<file path="config.mk">
export PLATFORM = sky130hd
export DESIGN_NAME = input_filter_array
export DESIGN_NICKNAME = d
export VERILOG_FILES = /design/src/rtl/input_filter_array.sv
export SDC_FILE = /design/constraint.sdc
export NUM_CORES = 1
export LEC_CHECK = 0
export CORE_ASPECT_RATIO = 0.5
export CORE_MARGIN = 1.5
export CORE_UTILIZATION = 40
export CTS_CLUSTER_SIZE = 10
export DETAILED_ROUTE_END_ITERATION = 12
export PLACE_DENSITY = 0.52
export SLEW_MARGIN = 20
export SYNTH_ARGS = -nofsm -noshare
export SYNTH_HDL_FRONTEND = slang
export SYNTH_SLANG_ARGS = --single-unit
</file>
<file path="constraint.sdc">
create_clock -name clk -period 2.7 [get_ports clk]
set_input_delay 0.81 -clock clk [delete_from_list [all_inputs] [get_ports clk]]
set_output_delay 0.81 -clock clk [all_outputs]
set_load 0.02 [all_outputs]
</file>
<file path="src/rtl/input_filter_array.sv">
// Multi-channel hit input filter: 2-FF sync, min-width glitch reject, one-cycle pulse, dead time, re-arm on low.
// Define INPUT_FILTER_STATS_EN to add saturating per-channel accepted/rejected hit counters (acc_cnt, rej_cnt).
module input_filter_array #(
  parameter int NCH       = 8,
  parameter int MIN_WIDTH = 2,
  parameter int DT_W      = 8,
  parameter int STAT_W    = 16
) (
  input  logic                   clk,
  input  logic                   rst_n,
  input  logic [NCH-1:0]         hit,
  input  logic [NCH-1:0]         ch_enable,
  input  logic [DT_W-1:0]        dead_time,
  output logic [NCH-1:0]         filtered_hit,
  output logic                   valid,
  output logic [NCH-1:0]         stuck
`ifdef INPUT_FILTER_STATS_EN
  ,
  output logic [NCH*STAT_W-1:0]  acc_cnt,
  output logic [NCH*STAT_W-1:0]  rej_cnt
`endif
);

  // IDLE armed | QUALIFY width check | FIRE pulse | DEAD hold-off | WAIT_LOW await release
  typedef enum logic [2:0] {S_IDLE, S_QUALIFY, S_FIRE, S_DEAD, S_WAIT_LOW} state_e;

  logic [NCH-1:0] s1_q, hs_q;
  logic [NCH-1:0] fh_d, fh_q;
  logic [NCH-1:0] stuck_d, stuck_q;
  logic           valid_q;

  always_ff @(posedge clk) begin
    if (!rst_n) begin
      s1_q    <= '0;
      hs_q    <= '0;
      fh_q    <= '0;
      valid_q <= 1'b0;
      stuck_q <= '0;
    end else begin
      s1_q    <= hit;
      hs_q    <= s1_q;
      fh_q    <= fh_d;
      valid_q <= |fh_d;
      stuck_q <= stuck_d;
    end
  end

  assign filtered_hit = fh_q;
  assign valid        = valid_q;
  assign stuck        = stuck_q;

  for (genvar ch = 0; ch < NCH; ch++) begin : g_ch
    state_e          state_q, state_d;
    logic [7:0]      wcnt_q, wcnt_d;
    logic [DT_W-1:0] dcnt_q, dcnt_d;
    logic [DT_W:0]   scnt_q, scnt_d;

    always_comb begin
      state_d = state_q;
      wcnt_d  = wcnt_q;
      dcnt_d  = dcnt_q;
      scnt_d  = '0;
      if (!ch_enable[ch]) begin
        state_d = S_IDLE;
      end else begin
        case (state_q)
          S_IDLE: begin
            if (hs_q[ch]) begin
              wcnt_d  = 8'd1;
              state_d = (MIN_WIDTH == 1) ? S_FIRE : S_QUALIFY;
            end
          end
          S_QUALIFY: begin
            if (!hs_q[ch]) begin
              state_d = S_IDLE;
            end else begin
              wcnt_d = wcnt_q + 8'd1;
              if ({1'b0, wcnt_q} + 9'd1 == 9'(MIN_WIDTH)) state_d = S_FIRE;
            end
          end
          S_FIRE: begin
            dcnt_d  = dead_time;
            state_d = (dead_time != '0) ? S_DEAD : S_WAIT_LOW;
          end
          S_DEAD: begin
            if (dcnt_q <= DT_W'(1)) state_d = S_WAIT_LOW;
            else                    dcnt_d  = dcnt_q - DT_W'(1);
          end
          S_WAIT_LOW: begin
            // Saturates at 2^DT_W so a permanently stuck input keeps stuck asserted.
            if (!hs_q[ch]) state_d = S_IDLE;
            else           scnt_d  = scnt_q[DT_W] ? scnt_q : scnt_q + 1'b1;
          end
          default: state_d = S_IDLE;
        endcase
      end
    end

    assign fh_d[ch]    = (state_d == S_FIRE);
    assign stuck_d[ch] = scnt_d[DT_W];

    always_ff @(posedge clk) begin
      if (!rst_n) begin
        state_q <= S_IDLE;
        wcnt_q  <= '0;
        dcnt_q  <= '0;
        scnt_q  <= '0;
      end else begin
        state_q <= state_d;
        wcnt_q  <= wcnt_d;
        dcnt_q  <= dcnt_d;
        scnt_q  <= scnt_d;
      end
    end

`ifdef INPUT_FILTER_STATS_EN
    logic [STAT_W-1:0] acc_q, rej_q;
    logic              rej_ev;

    assign rej_ev = ch_enable[ch] && (state_q == S_QUALIFY) && !hs_q[ch];

    always_ff @(posedge clk) begin
      if (!rst_n) begin
        acc_q <= '0;
        rej_q <= '0;
      end else begin
        if (fh_d[ch] && !(&acc_q)) acc_q <= acc_q + 1'b1;
        if (rej_ev   && !(&rej_q)) rej_q <= rej_q + 1'b1;
      end
    end

    assign acc_cnt[ch*STAT_W +: STAT_W] = acc_q;
    assign rej_cnt[ch*STAT_W +: STAT_W] = rej_q;
`endif
  end

endmodule

</file>
# Word-level counts from Yosys, hierarchy flattened

Cells that the tools add are included.

Register bits: 257
Output and inout port bits: 17

$add $sub $neg: 32
$lt $le $gt $ge: 8
Equal/unequal tests: 72
Mux-type cells: 129
Reductions and logical operators: 50

Operators by type and width:

| operator            | count |
|---|---|
| $mux 9              | 32 |
| $pmux 8 s2          | 16 |
| $mux 8              | 24 |
| $mux 3              | 49 |
| $pmux 3 s5          | 8 |
| $add 8x1->9 const B | 8 |
| $add 9x1->9 const B | 8 |
| $eq 3x2->1 const B  | 24 |
| $eq 9x2->1 const B  | 8 |
| $add 8x1->8 const B | 8 |
| $le 8x1->1 const B  | 8 |
| $reduce_and 4->1    | 16 |
| $sub 8x1->8 const B | 8 |
| $ne 2x2->1 const B  | 24 |
| $reduce_bool 2->1   | 16 |
| $eq 3x1->1 const B  | 8 |
| $eq 3x3->1 const B  | 8 |
| $logic_not 3->1     | 8 |
| $reduce_and 3->1    | 8 |
| $reduce_bool 8->1   | 1 |
| $reduce_or 8->1     | 1 |

# Longest topological paths before layout

Depth in word-level cells: 8
Mapped depth: 9
Gate-level depth less buffers: 8

# Worst setup path before layout

Ideal clock, no wire load.

Kind: input -> register
Start: in ch_enable[7]
End: reg g_ch[7].wcnt_q[5]
Arrival time: 1.974 ns
Required time: 2.630 ns
Slack: 0.655 ns
Stages on the path: 5
Buffers on the path: 1
Path through: and3b_1 > buf_2 > nand2_1 > or4b_2 > a21oi_1

Cells in the longest elaborated chain, start to end: 1

Ends and longest elaborated chain:

| item                       | RTL line | RTL |
|---|---|---|
| start, declared            | 12       | `input logic [NCH-1:0] ch_enable,` |
| $reduce_and 4->1 (no line) | --       |  |
| end signal, assigned       | 110      | `wcnt_q <= wcnt_d;` |
| end, declared              | 54       | `logic [7:0] wcnt_q, wcnt_d;` |

Every way passes these cells.
A chain may end at the register's enable or synchronous reset.

# Final worst setup path

Start: reg stuck_q[7], in the netlist stuck[7]
End: out stuck[7]

RTL lines:

| item                   | RTL line | RTL |
|---|---|---|
| start, declared        | 29       | `logic [NCH-1:0] stuck_d, stuck_q;` |
| start signal, assigned | 44       | `stuck_q <= stuck_d;` |
| end, declared          | 16       | `output logic [NCH-1:0] stuck` |

No word-level cell between the ends.

==> out/results.ini <==
[outcome]
status = finished, final reports clean

[placement]
io_buffers = 42
hpwl_microns = 20600
gp_congestion = 0.842

[sta]
rsz0062_at_grt = no
clock.fmax_ghz = 0.407
hold_viol = 0
max-slew-margin-rel_pct = 47.5
fin_crit_sh_pct = 91.1
tns_ns = 0
fin_skew_ns = 0.0140
min_period_ns = 2.46
finalSetupViolations = 0
maxSlewViolCount = 0
worst_pin_slew_ns = 0.781

[synth]
synthesis.area_sq_um = 12800
syn-instance-count = 1631
yosysSeqAreaShare_pct = 38.9
synthDistinctLibCells = 77
ys_ff_latch = 249
synth_edf_count = 0
syn_nets = 1697
yosysMostFrequentCell = dfxtp_1
yosysWarnings = 0
synth_top_cell_area_share_pct = 38.9
async_reset_ff_share_pct = 0
yosys-top-cells-count = dfxtp_1 (249), nor2_1 (232), nand2_1 (144), a21oi_1 (142), o21ai_0 (96)
synth_area_leader_cell = dfxtp_1
synth_area_leaders = dfxtp_1 (39%), nor2_1 (6.8%), a21oi_1 (5.5%)
avgSynthCellArea_sq_um = 7.86
synth_top_flop_cell = dfxtp_1

[worst_setup_path]
setup.worst_path.end_class = output pin
slowest_stage = clkdlybuf4s50_1
worst-setup-path-type = reg2out
crit_buf_inv = 1
critical_path.top_delay_family = buffers and inverters
arrival_ns = 1.65
crit_fanout = 6
path_cells = clkdlybuf4s50_1
cpPeakStageDelay_ns = 0.65
startpoint_type = flop
crit_required_ns = 1.89

[layout]
n_antenna_cell = 0
fillers = 3114
synthToLayoutAreaGrowth_pct = 12.7
final_nets = 1715
final_core_util_pct = 45.8
drive_gt1_share_pct = 6.84
register_area_sq_um = 4980
multiInputGateArea_sq_um = 7290

[global_route]
grt_max_degree = 32
grt_use_total_pct = 18.0
overflow = 0
grt_pass1_wl_microns = 50100
antenna_found_initial = 0
grt_pass1_vias = 10350

[hold_path]
hold_class = reg2reg

[clocking]
clkTransAtPathRegs_ns = 0.06
cts_root_buf = clkbuf_16
clkLatencyLatePin_ns = 0.54
cts_tree = yes
cts_buffers = 29
ctsResizeCount = 0
clock-sinks = 249
htreeDepth = 1
hold_buffers = 0
cts_setup_buffers = 0
clock_tree.buffer_depth = 3

[flow_run]
max-cap-violations = 0

[floorplanning]
start_util_pct = 40.6
fp.dieArea_sq_um = 33200
coreArea_sq_um = 31600
die_x_microns = 256
ios = 43
rows = 46
die_h_microns = 130

[detailed_routing]
first_pass_iters = 5
drc = 0
drtAntennaViolNets = 0
drt_iter0_markers = 780
dr_total_vias = 11191
wl_per_cell_microns = 14.3
routed_wl_microns = 29800
via_per_inst = 5.37

[power_and_ir_drop]
ir_worst_vdd_uv = 478
p_leak_nw = 4.99
pwr_density_cell_nw_per_um2 = 506
finalPower_mw = 7.31

## cell type report
class,count,share of cell area [%]
inverters,45,1.18
clock buffers,33,5.12
clock inverters,1,0.0606
well taps,432,3.74
flip-flops and latches,249,34.5
repair buffers,74,4.97
multi-input cells,1250,50.4
## report_power, final
part	total, mW	leakage, nW	switching, mW	internal [mW]
logic	0.256	2.61	0.149	0.107
registers	3.71	2.01	0.0154	3.69
clock network	3.35	0.367	1.45	1.90
## cells in the final DEF (no fill, tap or decap), drive strengths merged, types with 40 or more instances in the layout
cell type      netlist  final
nor3                56     56
inv                 45     45
o21ai               98     98
ha                  40     40
nand3               72     72
nand2              144    144
a21oi              142    142
dfxtp              249    249
clkdlybuf4s50        0     41
nor2               232    232
## final timing paths
kind,startpoint,endpoint,slack [ns],depth (start not counted)
setup / recovery,stuck[7],stuck[7],0.24,1
hold / removal,s1_q[7],hs_q[7],0.43,1
setup reg to reg,g_ch[6].wcnt_q[0],valid,0.38,7
hold reg to reg,s1_q[7],hs_q[7],0.43,1
## state kept, by name, indices dropped and copies added (netlist names)
name and cells:
g_ch.dcnt_q 64, g_ch.scnt_q 64, g_ch.wcnt_q 64, g_ch.state_q 24
filtered_hit 8, hs_q 8, s1_q 8, stuck 8
valid 1
## logic make-up after synthesis
family | Yosys count | synth area share [%]
fa+ha+maj | 40 | 3.90
compound gates | 396 | 19.1
xor+xnor | 58 | 3.96
buf+inv | 132 | 4.28
flops | 249 | 38.9
simple gates | 741 | 28.7
mux | 15 | 1.26
## stage by stage
stage,setup WS [ns],instances,cell area (sq um),hold slack (ns)
floorplan,0.655,1631,12800,0.412
global placement,0.226,2050,13700,0.415
detailed placement,0.185,2050,13700,0.421
CTS,0.199,2084,14500,0.435
global route,0.157,2084,14500,0.455
finish,0.240,2084,14500,0.432
## routing by layer
| layer | GRT usage (%) | vias to the layer above | part of all wire [%] |
|---|---|---|---|
| li1 | - | 5744 | - |
| met1 | 24.1 | 5250 | 50 |
| met2 | 30.4 | 154 | 45 |
| met3 | 3.09 | 43 | 3.3 |
| met4 | 4.28 | 0 | 1.9 |
| met5 | 0 | - | 0 |
Note: power is estimated with default switching activity, not from simulation.
